--- src/rtl/bmem_pkg.sv ---
// Shared constants and helpers for the byte-enable BRAM request path.
package bmem_pkg;

  localparam int BYTE_NUM_DEF   = 4;
  localparam int BYTE_WIDTH_DEF = 8;

  // Occupancy counter width able to hold 0..depth inclusive.
  function automatic int cnt_width(input int depth);
    return $clog2(depth) + 1;
  endfunction

endpackage

--- src/rtl/bram_rsp_fifo.sv ---
// Read-response buffer: synchronous, count-based, registered pointers,
// combinational head output.
module bram_rsp_fifo
  import bmem_pkg::*;
#(
  parameter int WIDTH = 32,
  parameter int DEPTH = 4
) (
  input  logic                       clk_i,
  input  logic                       rst_i,
  input  logic                       push_i,
  input  logic [WIDTH-1:0]           data_i,
  input  logic                       pop_i,
  output logic [WIDTH-1:0]           data_o,
  output logic                       valid_o,
  output logic [cnt_width(DEPTH)-1:0] count_o
);

  localparam int CNT_W = cnt_width(DEPTH);
  localparam int PTR_W = $clog2(DEPTH);
  localparam logic [PTR_W-1:0] PTR_ONE  = PTR_W'(1);
  localparam logic [CNT_W-1:0] CNT_ONE  = CNT_W'(1);
  localparam logic [CNT_W-1:0] CNT_FULL = CNT_W'(DEPTH);

  logic [WIDTH-1:0] mem_q [DEPTH];
  logic [PTR_W-1:0] wr_ptr_q, wr_ptr_d;
  logic [PTR_W-1:0] rd_ptr_q, rd_ptr_d;
  logic [CNT_W-1:0] count_q, count_d;
  logic             push_s, pop_s;

  // Qualify push/pop and compute next pointers and occupancy.
  always_comb begin
    pop_s    = pop_i && (count_q != {CNT_W{1'b0}});
    // The upstream credit keeps the buffer from being full on a push;
    // the guard only protects stored data if that ever breaks.
    push_s   = push_i && ((count_q != CNT_FULL) || pop_s);
    wr_ptr_d = wr_ptr_q;
    rd_ptr_d = rd_ptr_q;
    count_d  = count_q;
    if (push_s) begin
      wr_ptr_d = wr_ptr_q + PTR_ONE;
    end else begin
      wr_ptr_d = wr_ptr_q;
    end
    if (pop_s) begin
      rd_ptr_d = rd_ptr_q + PTR_ONE;
    end else begin
      rd_ptr_d = rd_ptr_q;
    end
    case ({push_s, pop_s})
      2'b10:   count_d = count_q + CNT_ONE;
      2'b01:   count_d = count_q - CNT_ONE;
      default: count_d = count_q;
    endcase
  end

  // Pointer and occupancy registers.
  always_ff @(posedge clk_i) begin
    if (rst_i) begin
      wr_ptr_q <= {PTR_W{1'b0}};
      rd_ptr_q <= {PTR_W{1'b0}};
      count_q  <= {CNT_W{1'b0}};
    end else begin
      wr_ptr_q <= wr_ptr_d;
      rd_ptr_q <= rd_ptr_d;
      count_q  <= count_d;
    end
  end

  // Entry storage; contents are don't-care until counted as valid.
  always_ff @(posedge clk_i) begin
    if (push_s) begin
      mem_q[wr_ptr_q] <= data_i;
    end
  end

  assign data_o  = mem_q[rd_ptr_q];
  assign valid_o = (count_q != {CNT_W{1'b0}});
  assign count_o = count_q;

endmodule

--- src/rtl/bram_req_ctrl.sv ---
// Request front-end for one port of a byte-enable BRAM with 1-cycle read
// latency; read data is captured into a credit-protected response FIFO.
module bram_req_ctrl
  import bmem_pkg::*;
#(
  parameter int BYTE_NUM   = BYTE_NUM_DEF,
  parameter int BYTE_WIDTH = BYTE_WIDTH_DEF,
  parameter int ADDR_WIDTH = 32,
  parameter int MEM_WIDTH  = BYTE_NUM * BYTE_WIDTH,
  parameter int RSP_DEPTH  = 4
) (
  input  logic                  clk_i,
  input  logic                  rst_i,
  input  logic                  req_valid_i,
  output logic                  req_ready_o,
  input  logic                  req_we_i,
  input  logic [BYTE_NUM-1:0]   req_strb_i,
  input  logic [ADDR_WIDTH-1:0] req_addr_i,
  input  logic [MEM_WIDTH-1:0]  req_data_i,
  output logic                  rsp_valid_o,
  input  logic                  rsp_ready_i,
  output logic [MEM_WIDTH-1:0]  rsp_data_o,
  output logic                  mem_en_o,
  output logic [BYTE_NUM-1:0]   mem_wr_en_o,
  output logic [ADDR_WIDTH-1:0] mem_addr_o,
  output logic [MEM_WIDTH-1:0]  mem_data_o,
  input  logic [MEM_WIDTH-1:0]  mem_data_i,
  output logic                  busy_o
);

  localparam int CNT_W = cnt_width(RSP_DEPTH);
  localparam logic [CNT_W-1:0] DEPTH_C = CNT_W'(RSP_DEPTH);

  logic             rd_pend_q, rd_pend_d;
  logic             acc_s;
  logic [CNT_W-1:0] count_s;
  logic [CNT_W-1:0] credit_s;

  // Accept, BRAM port drive and in-flight tracking. Credits count both
  // buffered entries and the read whose data lands next cycle, so a push
  // always has room; ready depends only on registers and reset.
  always_comb begin
    credit_s    = count_s + {{(CNT_W-1){1'b0}}, rd_pend_q};
    req_ready_o = ~rst_i && (credit_s < DEPTH_C);
    acc_s       = req_valid_i && req_ready_o;
    mem_en_o    = acc_s;
    if (acc_s && req_we_i) begin
      mem_wr_en_o = req_strb_i;
    end else begin
      mem_wr_en_o = {BYTE_NUM{1'b0}};
    end
    // A zero-strobe write makes the BRAM read, but it is not a read request.
    rd_pend_d = acc_s && !req_we_i;
  end

  // In-flight read flag, high for exactly the cycle after a read accept.
  always_ff @(posedge clk_i) begin
    if (rst_i) begin
      rd_pend_q <= 1'b0;
    end else begin
      rd_pend_q <= rd_pend_d;
    end
  end

  assign mem_addr_o = req_addr_i;
  assign mem_data_o = req_data_i;
  assign busy_o     = rd_pend_q || (count_s != {CNT_W{1'b0}});

  bram_rsp_fifo #(
    .WIDTH (MEM_WIDTH),
    .DEPTH (RSP_DEPTH)
  ) u_rsp_fifo (
    .clk_i   (clk_i),
    .rst_i   (rst_i),
    .push_i  (rd_pend_q),
    .data_i  (mem_data_i),
    .pop_i   (rsp_ready_i),
    .data_o  (rsp_data_o),
    .valid_o (rsp_valid_o),
    .count_o (count_s)
  );

endmodule
--- config.mk ---
export PLATFORM = sky130hd
export DESIGN_NAME = bram_req_ctrl
export DESIGN_NICKNAME = d
export VERILOG_FILES = /design/src/rtl/bmem_pkg.sv /design/src/rtl/bram_rsp_fifo.sv /design/src/rtl/bram_req_ctrl.sv
export SDC_FILE = /design/constraint.sdc
export NUM_CORES = 1
export LEC_CHECK = 0
export BUFFER_PORTS_ARGS = -buffer_cell sky130_fd_sc_hd__buf_4
export CORE_MARGIN = 3
export CORE_UTILIZATION = 40
export CTS_CLUSTER_SIZE = 30
export DETAILED_ROUTE_END_ITERATION = 8
export PLACE_DENSITY = 0.67
export SYNTH_ARGS = -nofsm -noshare
export SYNTH_HDL_FRONTEND = slang
export SYNTH_HIERARCHICAL = 1
export SYNTH_SLANG_ARGS = --single-unit
--- constraint.sdc ---
create_clock -name clk_i -period 2.9 [get_ports clk_i]
set_input_delay 0.29 -clock clk_i [delete_from_list [all_inputs] [get_ports clk_i]]
set_output_delay 0.29 -clock clk_i [all_outputs]
set_load 0.03 [all_outputs]
Yosys cells after proc, flatten, opt, wreduce, memory -nomap -nowiden
Memories as Yosys holds them, arrays and structs flattened. A register that Yosys moved wholly into a read port is not among the register bits.
Cells that the tools add are included.

word-level totals
  bits in registers = 8
  RAM bits = 128
  input port bits = 105
  output and inout bits = 104
  memories = 1

memories
  memory            depth  bits a word  read ports  clocked after Yosys merged registers in  wr ports  RTL line             text
  u_rsp_fifo.mem_q  4      32           1           1                                        1         bram_rsp_fifo.sv:25  logic [WIDTH-1:0] mem_q [DEPTH];

cells by class
  add/sub/neg operators = 5
  $lt $le $gt $ge = 1
  equality and inequality tests = 3
  mux-type cells = 6
  bitwise operators = 1
  reduce and logical (&&, ||, !) cells = 11

operators by type and width
  operator                                            number
  logical AND 1 bit                                   6
  one-hot mux 3 bit (2 select lines)                  1
  adder 2 x 1 -> 2 bit (second input constant)        2
  two-way mux 2 bit                                   2
  two-way mux 4 bit                                   1
  adder 3 x 1 -> 3 bit                                1
  adder 3 x 1 -> 3 bit (second input constant)        1
  less-than comparator 3 bit (second input constant)  1
  inequality test 3 bit (second input constant)       1
  nonzero test 3 bit                                  1
  subtractor 3 x 1 -> 3 bit (second input constant)   1
  == test 2 x 1 -> 1 bit (second input constant)      1
  == test 2 bit (second input constant)               1
  logical OR 1 bit                                    2
  two-way mux 1 bit                                   2
  nonzero test 2 bit                                  1
  logical NOT 1 bit                                   1
  NOT 1 bit                                           1

Longest topological paths before layout
Gate-level depths: netlist (run 1).

  depth in word-level cells = 6
  depth in mapped cells = 7

By module
The synthesis (run 1) kept the hierarchy.

modules (own cells, without submodules)
  module         times used  cells an instance  area each (µm²)
  bram_rsp_fifo  1           223                5123.7
  bram_req_ctrl  1           80                 601.8

Worst setup path after synthesis (run 1)
Ideal clock, no wire load.

  kind = register to register
  start = register u_rsp_fifo.count_q[2] (netlist: u_rsp_fifo/count_o[2])
  end = memory u_rsp_fifo.mem_q[0][0] (enable)
  arrival time = 1660 ps
  data required time = 2508 ps
  slack = 848 ps
  cell stages (with the launch flop) = 4
  period minus slack after synthesis = 2052 ps
  cell sequence = dfxtp_1 -> nor4b_2 -> nor2_1 -> and2_1

on the way
  cells in the longest elaborated chain, start to end = 6
  elaborated cells on any way between the ends = 7
  those cells by class = eq/ne: 1; mux: 2; reduce/logical: 4

ends and longest elaborated chain
  item                                         RTL line             text
  start: declaration                           bram_rsp_fifo.sv:28  logic [CNT_W-1:0] count_q, count_d;
  start signal: assignment                     bram_rsp_fifo.sv:62  count_q <= {CNT_W{1'b0}};
  start signal: assignment                     bram_rsp_fifo.sv:66  count_q <= count_d;
  nonzero test 3 bit                           bram_rsp_fifo.sv:33  pop_s = pop_i && (count_q != {CNT_W{1'b0}});
  logical AND 1 bit                            bram_rsp_fifo.sv:33
  logical OR 1 bit (*)                         bram_rsp_fifo.sv:36  push_s = push_i && ((count_q != CNT_FULL) || pop_s);
  logical AND 1 bit (*)                        bram_rsp_fifo.sv:36
  two-way mux 1 bit (*)                        bram_rsp_fifo.sv:72  if (push_s) begin
  two-way mux 1 bit (implied by the code) (*)  bram_rsp_fifo.sv:73  mem_q[wr_ptr_q] <= data_i;
  end: declaration                             bram_rsp_fifo.sv:25

Mark *: on every way between the ends. The rest lies on a longest branch, timed or not.

==> results of run 1 <==
Yosys cell counts (2+ instances only):
cell type	count
mux4_2	32
edfxtp_1	128
a31oi_1	2
buf_1	4
dfxtp_1	10
nor2b_1	2
nand2_1	2
nand3_1	6
nor4b_2	2
buf_4	67
nor2_1	12
inv_1	5
ha_1	4
and2_1	4
xnor2_1	2
xor2_1	3
worst max-delay path: cells and delay by family (launching register included):
family                 cells  cell delay [ns]
buffers and inverters      2             0.48
flip-flops                 1             0.44
multiplexers               1             0.57
through the flow:
stage          std cells  area (um2)
3_3_place_gp         496        6150
6_report             528        6770
2_1_floorplan        303        5730
3_5_place_dp         496        6150
4_1_cts              528        6770
5_1_grt              528        6770
logic make-up after synthesis:
kind of cell	count (synthesis)	synth area share (%)
DFF	138	70.6
and+or+nand+nor	35	3.63
AOI/OAI and AO/OA	6	0.809
muxes	34	13.0
adders and majority gates	5	1.22
xor gates and xnor gates	6	1.05
buffers and inverters	79	9.70
path summary, 6_finish.rpt:
path	endpoint	slack, ns	cells past startpoint
worst max-delay path	rsp_data_o[0]	0.70	3
worst min-delay path	rd_pend_q	0.05	2
worst max register to register	u_rsp_fifo/count_o[2]	0.81	6
worst min register to register	flop	0.53	2
area by class of cell:
type	count	share of cell area (%)
clock buffer	19	6.55
timing repair buffer	86	10.7
multi-input combinational	86	16.7
inverter	6	0.333
tap	180	3.33
sequential	138	59.8
clock inverter	13	2.61
cells in the final DEF (no fill, tap or decap), types with 2 or more instances in the layout:
| cell type | instances |
|---|---|
| a31oi_1 | 2 |
| mux4_2 | 32 |
| edfxtp_1 | 128 |
| xnor2_1 | 2 |
| clkinv_2 | 6 |
| buf_4 | 80 |
| clkinv_4 | 3 |
| ha_1 | 4 |
| nor4b_2 | 2 |
| buf_12 | 6 |
| nor2_1 | 12 |
| xor2_1 | 3 |
| nand3_1 | 6 |
| and2_2 | 4 |
| nand2_1 | 2 |
| inv_1 | 5 |
| bufinv_16 | 4 |
| dfxtp_1 | 8 |
| nor2b_1 | 2 |
| dfxtp_2 | 2 |
| clkbuf_16 | 17 |
flip-flops by register name, indices dropped and copies added, names as in the netlist, named ones only:
register	flops
rd_pend_q	1
u_rsp_fifo/rd_ptr_q	2
u_rsp_fifo/mem_q	128
u_rsp_fifo/count_o	3
u_rsp_fifo/wr_ptr_q	2
per-layer routing:
metal | share of wire, % | wire length, um | vias to the layer above | GRT usage (%)
li1 | - | - | 1175 | -
met1 | 37 | 3960 | 1373 | 15.8
met2 | 53 | 5700 | 111 | 23.5
met3 | 7.9 | 844 | 39 | 6.02
met4 | 2.2 | 234 | 0 | 5.87
met5 | 0 | 0 | - | 0
power groups by stage:
stage / combinational, mW / clock [mW] / sequential (mW)
floorplan: 0.549 / 0 / 2.27
global placement: 0.586 / 0 / 2.29
detailed placement: 0.594 / 0 / 2.29
CTS: 0.596 / 2.26 / 2.25
global route: 0.623 / 2.36 / 2.25
finish: 0.584 / 2.21 / 2.25
==> impl_metrics.py, run 1 <==
metrics = {
    "sta": {
        "tightest_slew_ns": 0.485,
        "tns_ns": 0,
        "hold-worst-slack_ns": 0.0503,
        "fmax_ghz": 0.455,
        "fin_crit_ns": 2.20,
        "setup_slack_ns": 0.701,
        "period_share_pct": 75.8,
        "finalSetupViolCount": 0,
        "hold_viol": 0,
        "clock_skew_ns": 0.00992,
        "rsz0062_at_grt": "no",
        "maxSlewViolCount": 0,
        "max_slew_margin_pct": 67.7,
    },
    "setup_path": {
        "slowest_delay_ns": 0.57,
        "reg2reg_from": "u_rsp_fifo/count_o[0]",
        "startpoint_type": "flop",
        "cp_max_fo": 28,
        "cp_cell_sequence": "buf_12 > mux4_2 > buf_4",
        "path_class": "reg -> out",
        "worstPathRequired_ns": 2.61,
        "endpoint_kind": "output pin",
        "cp_slowest_cell": "mux4_2",
        "cp.arrival_ns": 1.91,
    },
    "worst_hold_path": {
        "min_from": "req_we_i",
        "hold_class": "in -> reg",
    },
    "grt": {
        "grt_pass1_wl_um": 16700,
        "grt_max_degree": 29,
        "grt_remaining_overflow": 0,
        "grt_pass1_vias": 2903,
        "antenna_found_initial": 0,
        "grt.total_usage_pct": 14.0,
    },
    "clock_network": {
        "cts_sinks": 138,
        "cts_max_level": 4,
        "clk_path_buf_depth": 2,
        "cts_root_buffer": "clkbuf_16",
        "numCtsBuffers": 17,
        "hold_buffers": 0,
        "cts_resized": 0,
        "cts_setup_buffers": 0,
        "cts.clk_slew.worst_paths_ns": 0.06,
        "cts_tree": "done",
        "clk_latency_ns": 0.40,
    },
    "power": {
        "p_comb_share_pct": 11.6,
        "clkPwrFrac_pct": 43.8,
        "p_per_area_mw_per_mm2": 745,
        "switchingPower_mw": 1.10,
        "p_leak_nw": 2.32,
        "p_int_mw": 3.94,
        "vdd_drop_max_mv": 0.411,
        "finalPower_mw": 5.04,
        "swShare_pct": 21.9,
        "power.share.sequential_pct": 44.6,
    },
    "die": {
        "die_x_um": 126,
        "die_area_mm2": 0.0158,
        "fp.coreArea_mm2": 0.0139,
        "std_cell_rows": 43,
        "io-pin-count": 209,
        "initial_utilization_pct": 41.1,
        "chipHeight_um": 126,
    },
    "logic_synthesis": {
        "synth_cell_types": 34,
        "synth_seq_cells": 138,
        "synthCells": 303,
        "yosysTopAreaCell": "edfxtp_1",
        "synthFlopType": "edfxtp_1",
        "synth.area.top_cells": "edfxtp_1, mux4_2, buf_4",
        "synth_area_per_cell_um2": 18.9,
        "synth_edf_count": 128,
        "synth_area_mm2": 0.00573,
        "async_reset_ff_share_pct": 0,
        "yosys_warnings": 6,
        "synth_nets": 413,
        "synth.top_cell.area_share_pct": 67.1,
        "ys_seq_area_share_pct": 70.6,
    },
    "placement": {
        "gp_congestion": 0.713,
        "dpl_worst_slack_ns": 0.849,
        "dp_hpwl_um": 7220,
        "port_buffers": 80,
    },
    "finish": {
        "n_fill_cell": 1152,
        "register_area_mm2": 0.00405,
        "drive_gt1_share_pct": 46.8,
        "layout-area-overhead-vs-synth_pct": 18.2,
        "n_antenna_cell": 0,
        "layout.nets": 445,
        "multi_input_area_mm2": 0.00113,
        "finish.utilization_pct": 48.5,
    },
    "drt": {
        "drt_wl_total_um": 10700,
        "vias": 2698,
        "drt_pass1_iterations": 4,
        "wl_per_cell_um": 20.3,
        "vias_per_cell": 5.11,
        "drtIter0Drc": 124,
        "drc_errors": 0,
        "antenna_left": 0,
    },
    "job": {
        "drv_cap": 0,
    },
    "status": {
        "outcome": "finished clean",
    },
}
Power figures use the tool's default switching activity.
==> run 2, diff against run 1 <==
==> constraint.sdc (replaced) <==
create_clock -name clk_i -period 2.1 [get_ports clk_i]
set_input_delay 0.21 -clock clk_i [delete_from_list [all_inputs] [get_ports clk_i]]
set_output_delay 0.21 -clock clk_i [all_outputs]
set_load 0.03 [all_outputs]
==> run 2 against run 1 <==
Against the previous run:
- wire length increased by 0.76%
- design area increased by 3.8%
- largest power group unchanged
- non-clock buffer count increased by 34
- register-to-register slack got worse by 0.61 ns
- setup slack got worse by 0.55 ns
- clock power increased by 25%
- combinational power increased by 51%
- global-route usage increased by 0.10 points
- clock skew decreased by 0.0046 ns
==> impl_metrics.py, run 2 (synthesized netlist as in run 1, its figures left out) <==
metrics = {
    "finish": {
        "n_fill_cell": 1116,
        "multi_input_area_mm2": 0.00113,
        "layout_commonest_cell": "edfxtp_1",
        "n_antenna_cell": 0,
        "finish.utilization_pct": 50.4,
        "layout.nets": 479,
        "drive_gt1_share_pct": 43.8,
        "register_area_mm2": 0.00405,
        "top_register": "u_rsp_fifo/mem_q",
        "layout-area-overhead-vs-synth_pct": 22.7,
        "stdcell_count": 561,
        "final_area_mm2": 0.00702,
        "largest_register_ff_count": 128,
        "layout_common_cells": "edfxtp_1, buf_4, mux4_2",
    },
    "setup_path": {
        "startpoint_type": "flop",
        "worstPathRequired_ns": 1.89,
        "reg2reg_setup_slack_ns": 0.20,
        "reg2reg_from": "u_rsp_fifo/count_o[1]",
        "cp_max_fo": 9,
        "reg2reg_to": "u_rsp_fifo/count_o[2]",
        "cp.arrival_ns": 1.74,
        "worstRegToRegCells": 6,
        "path_class": "reg -> out",
        "endpoint_kind": "output pin",
    },
    "power": {
        "p_per_area_mw_per_mm2": 959,
        "switchingPower_mw": 1.53,
        "p_comb_share_pct": 13.1,
        "vdd_drop_max_mv": 0.495,
        "power.share.sequential_pct": 45.8,
        "p_int_mw": 5.20,
        "p_leak_nw": 2.43,
        "swShare_pct": 22.8,
        "clkPwrFrac_pct": 41.1,
    },
    "placement": {
        "dp.cells": 504,
        "dp_hpwl_um": 7350,
        "port_buffers": 80,
        "gp_congestion": 0.709,
        "dpl_worst_slack_ns": 0.233,
        "placed_area_mm2": 0.00621,
    },
    "sta": {
        "tns_ns": 0,
        "maxSlewViolCount": 0,
        "max_slew_margin_pct": 73.6,
        "clock_skew_ns": 0.00532,
        "hold_viol": 0,
        "fin_crit_ns": 1.95,
        "finalSetupViolCount": 0,
        "setup_slack_ns": 0.148,
        "fmax_ghz": 0.512,
        "rsz0062_at_grt": "no",
        "period_share_pct": 93.0,
        "tightest_slew_ns": 0.395,
    },
    "drt": {
        "drt_pass1_iterations": 5,
        "drtIter0Drc": 203,
        "wl_per_cell_um": 19.3,
        "antenna_left": 0,
        "vias": 2756,
        "vias_per_cell": 4.91,
        "drc_errors": 0,
        "drt_wl_total_um": 10800,
    },
    "worst_hold_path": {
        "hold_end": "u_rsp_fifo/mem_q[0][8]",
        "hold_class": "in -> reg",
        "min_from": "mem_data_i[8]",
        "hold-path-cell-count": 1,
    },
    "clock_network": {
        "cts.clk_slew.worst_paths_ns": 0.05,
        "cts_root_buffer": "clkbuf_16",
        "cts_sinks": 138,
        "numCtsBuffers": 17,
        "cts_max_level": 4,
        "clk_latency_ns": 0.41,
        "cts_setup_buffers": 0,
        "clk_path_buf_depth": 2,
        "cts_tree": "done",
    },
    "grt": {
        "grt_pass1_wl_um": 16800,
        "grt.total_usage_pct": 14.1,
        "antenna_found_initial": 0,
        "grt_remaining_overflow": 0,
        "grt_pass1_vias": 2987,
        "grt_max_degree": 24,
    },
    "die": {
        "fp.coreArea_mm2": 0.0139,
        "io-pin-count": 209,
        "std_cell_rows": 43,
        "chipHeight_um": 126,
        "die_x_um": 126,
        "die_area_mm2": 0.0158,
        "initial_utilization_pct": 41.1,
    },
    "status": {
        "outcome": "finished clean",
    },
    "job": {
        "drv_cap": 0,
    },
}
[run 2: cell count changes in the layout (fill, tap and decap cells not counted)]
cell and delta:
inv_6 +2, bufinv_16 -2, dlygate4sd3_1 +26, clkinvlp_4 +2
clkinv_4 -2, clkinv_2 -3, buf_4 +8, clkinv_1 +3
clkbuf_8 -1
[run 2: timing repair]
item,4_1_cts,5_1_grt
gates resized for setup,0,0
hold buffers,26,0
endpoints found under the hold margin,93,0
[run 2: metal layers]
layer	part of all wire [%]	global-route usage (%)
met4	2.1	5.29
met1	37	15.9
met3	8.4	6.23
met2	52	23.9
met5	0	0
[run 2: power groups by stage]
| stage | Combinational [mW] | Sequential (mW) | Clock [mW] |
|---|---|---|---|
| 2_1_floorplan | 0.758 | 3.14 | 0 |
| 3_3_place_gp | 0.849 | 3.14 | 0 |
| 3_5_place_dp | 0.859 | 3.14 | 0 |
| 4_1_cts | 0.902 | 3.09 | 2.83 |
| 5_1_grt | 0.945 | 3.09 | 2.96 |
| 6_report | 0.881 | 3.08 | 2.77 |
[run 2: worst max path at each step]
stage / end / cells after the start
6_report: rsp_data_o[30] / 3
4_1_cts: rsp_data_o[30] / 3
3_5_place_dp: u_rsp_fifo/count_o[2] / 6
3_3_place_gp: u_rsp_fifo/count_o[2] / 6
2_1_floorplan: u_rsp_fifo/mem_q[1][0] / 3
5_1_grt: u_rsp_fifo/count_o[2] / 6
[run 2: final cells by class]
class / count / area share, %
timing repair buffer: 120 / 14.8
sequential: 138 / 57.6
clock inverter: 13 / 1.82
clock buffer: 18 / 6.11
tap: 180 / 3.21
inverter: 6 / 0.321
multi-input combinational: 86 / 16.1
[run 2: metrics by stage]
| step | power (mW) | hold slack, ns |
|---|---|---|
| finish | 6.73 | 0.0134 |
| global route | 6.99 | 0.00156 |
| CTS | 6.82 | 0.000350 |
| detailed placement | 4.00 | 0.386 |
| global placement | 3.99 | 0.388 |
| floorplan | 3.90 | 0.281 |
[run 2: critical path, stage by stage, from the launching register on]
cell and delay [ns]:
dfxtp_2 0.35, buf_4 0.23, mux4_2 0.56, buf_4 0.19
==> run 3, diff against run 2 <==
--- a/config.mk
+++ b/config.mk
@@ -6,11 +6,13 @@
 export NUM_CORES = 1
 export LEC_CHECK = 0
 export BUFFER_PORTS_ARGS = -buffer_cell sky130_fd_sc_hd__buf_4
+export CELL_PAD_IN_SITES_DETAIL_PLACEMENT = 1
+export CELL_PAD_IN_SITES_GLOBAL_PLACEMENT = 1
 export CORE_MARGIN = 3
 export CORE_UTILIZATION = 40
 export CTS_CLUSTER_SIZE = 30
 export DETAILED_ROUTE_END_ITERATION = 8
-export PLACE_DENSITY = 0.67
+export PLACE_DENSITY_LB_ADDON = 0.1
 export SYNTH_ARGS = -nofsm -noshare
 export SYNTH_HDL_FRONTEND = slang
 export SYNTH_HIERARCHICAL = 1
==> constraint.sdc (replaced) <==
create_clock -name clk_i -period 2.1 [get_ports clk_i]
set_input_delay 0.315 -clock clk_i [delete_from_list [all_inputs] [get_ports clk_i]]
set_output_delay 0.315 -clock clk_i [all_outputs]
set_load 0.03 [all_outputs]
==> run 3 against run 2 <==
Against the previous run:
- hold slack improved by 0.048 ns
- sequential share of layout area increased by 1.2 points
- cell count down 3.9%
- clock power about the same
- count of clock-buffer cells in the layout is 5 higher
- register-to-register slack improved by 0.02 ns
- wire length increased by 3.3%
- global-route usage up 1.2 points
- non-clock buffer count shrank 23
- design area is 1.9% lower
- largest power group unchanged
- die area unchanged
- critical path depth is the same
==> impl_metrics.py, run 3 (synthesized netlist as in run 1, its figures left out) <==
metrics = {
    "setup_path": {
        "path_delay_family": "multiplexers",
        "slowest_delay_ns": 0.57,
        "cp.arrival_ns": 1.73,
        "setup.worst_path.end": "rsp_data_o[21]",
        "reg2reg_from": "u_rsp_fifo/count_o[1]",
        "cp_cell_sequence": "buf_12 > mux4_2 > buf_6",
        "crit_buf_inv": 2,
        "startpoint_type": "flop",
        "path_depth": 3,
        "worstPathRequired_ns": 1.78,
        "reg2reg_setup_slack_ns": 0.22,
        "reg2reg_to": "u_rsp_fifo/count_o[2]",
        "endpoint_kind": "output pin",
        "cp_slowest_cell": "mux4_2",
        "worstRegToRegCells": 6,
        "path_class": "reg -> out",
        "cp_max_fo": 23,
    },
    "clock_network": {
        "cts_tree": "done",
        "cts.clk_slew.worst_paths_ns": 0.05,
        "cts_root_buffer": "clkbuf_16",
        "numCtsBuffers": 17,
        "cts_sinks": 138,
        "cts_max_level": 4,
        "clk_latency_ns": 0.41,
        "clk_path_buf_depth": 2,
    },
    "drt": {
        "drc_errors": 0,
        "drtIter0Drc": 125,
        "vias": 2726,
        "vias_per_cell": 5.06,
        "wl_per_cell_um": 20.7,
        "antenna_left": 0,
        "drt_wl_total_um": 11200,
        "drt_pass1_iterations": 4,
    },
    "die": {
        "io-pin-count": 209,
        "std_cell_rows": 43,
        "die_x_um": 126,
        "fp.coreArea_mm2": 0.0139,
        "initial_utilization_pct": 41.1,
        "die_area_mm2": 0.0158,
        "chipHeight_um": 126,
    },
    "status": {
        "outcome": "finished clean",
    },
    "sta": {
        "max_slew_margin_pct": 70.7,
        "clock_skew_ns": 0.00428,
        "maxSlewViolCount": 0,
        "period_share_pct": 97.4,
        "finalSetupViolCount": 0,
        "fmax_ghz": 0.489,
        "tns_ns": 0,
        "fin_crit_ns": 2.04,
        "tightest_slew_ns": 0.437,
        "hold_viol": 0,
        "rsz0062_at_grt": "yes",
    },
    "grt": {
        "grt_max_degree": 24,
        "grt.total_usage_pct": 15.3,
        "grt_pass1_vias": 3049,
        "grt_remaining_overflow": 0,
        "antenna_found_initial": 0,
        "grt_pass1_wl_um": 17700,
    },
    "job": {
        "drv_cap": 0,
    },
    "finish": {
        "largest_register_ff_count": 128,
        "top_register": "u_rsp_fifo/mem_q",
        "layout_common_cells": "edfxtp_1, buf_4, mux4_2",
        "layout_commonest_cell": "edfxtp_1",
        "layout.nets": 456,
        "n_fill_cell": 1292,
        "layout-area-overhead-vs-synth_pct": 20.3,
        "n_antenna_cell": 0,
        "drive_gt1_share_pct": 47.1,
    },
    "power": {
        "p_per_area_mw_per_mm2": 979,
        "p_leak_nw": 2.37,
        "finalPower_mw": 6.74,
        "vdd_drop_max_mv": 0.769,
    },
    "placement": {
        "port_buffers": 80,
        "dp_hpwl_um": 7690,
        "gp_congestion": 0.688,
    },
    "worst_hold_path": {
        "hold_class": "in -> reg",
        "hold-path-cell-count": 2,
    },
}
-- run 3: final cells by class --
cell class                      instances  area (um2)  area share [%]
Clock buffer                           23         448            6.50
Tap cell                              180         225            3.27
Inverter                                6        22.5           0.327
Multi-Input combinational cell         86        1140            16.6
Sequential cell                       138        4050            58.8
Timing Repair Buffer                   97         898            13.0
Clock inverter                          9        98.8            1.44
-- run 3: routing by layer --
layer	GRT usage (%)	share of wire, %
met5	0	0
met1	17.9	40
met4	8.86	3.7
met3	5.64	5.7
met2	24.4	50
-- run 3: worst reg2reg max path: cells and delay by family, from the launching register on --
kind / cells / cell delay [ns]
flops: 1 / 0.46
simple gates: 2 / 0.32
fa+ha+maj: 1 / 0.40
mux: 1 / 0.31
compound gates: 2 / 0.28
-- run 3: power by group --
part / switching (mW) / internal, mW
Combinational: 0.470 / 0.427
Sequential: 0.0306 / 3.06
Clock: 1.02 / 1.73
-- run 3: worst min path at each step --
stage	from	to	slack, ns
3_5_place_dp	req_we_i	rd_pend_q	0.50
6_report	req_we_i	rd_pend_q	0.06
3_3_place_gp	req_we_i	rd_pend_q	0.49
5_1_grt	req_we_i	rd_pend_q	0.03
4_1_cts	req_we_i	rd_pend_q	0.05
2_1_floorplan	req_we_i	rd_pend_q	0.39
-- run 3: repair_timing --
action / CTS / global route
cloned: 0 / 0
setup buffers: 0 / 0
pin swaps: 0 / 0
hold buffers: 0 / 0
gates resized for setup: 6 / 20
endpoints found under the setup margin: 11 / 36
-- run 3: metrics by stage --
step / hold slack [ns] / setup WS (ns) / instance area (um2) / utilization [%] / cells
floorplan: 0.386 / 0.0478 / 5730 / - / 303
global placement: 0.493 / 0.244 / 6240 / 44.8 / 507
detailed placement: 0.496 / 0.207 / 6240 / 44.8 / 507
CTS: 0.0452 / -0.00589 / 6810 / 48.9 / 539
global route: 0.0344 / -0.0478 / 6890 / 49.4 / 539
finish: 0.0618 / 0.0555 / 6890 / 49.4 / 539
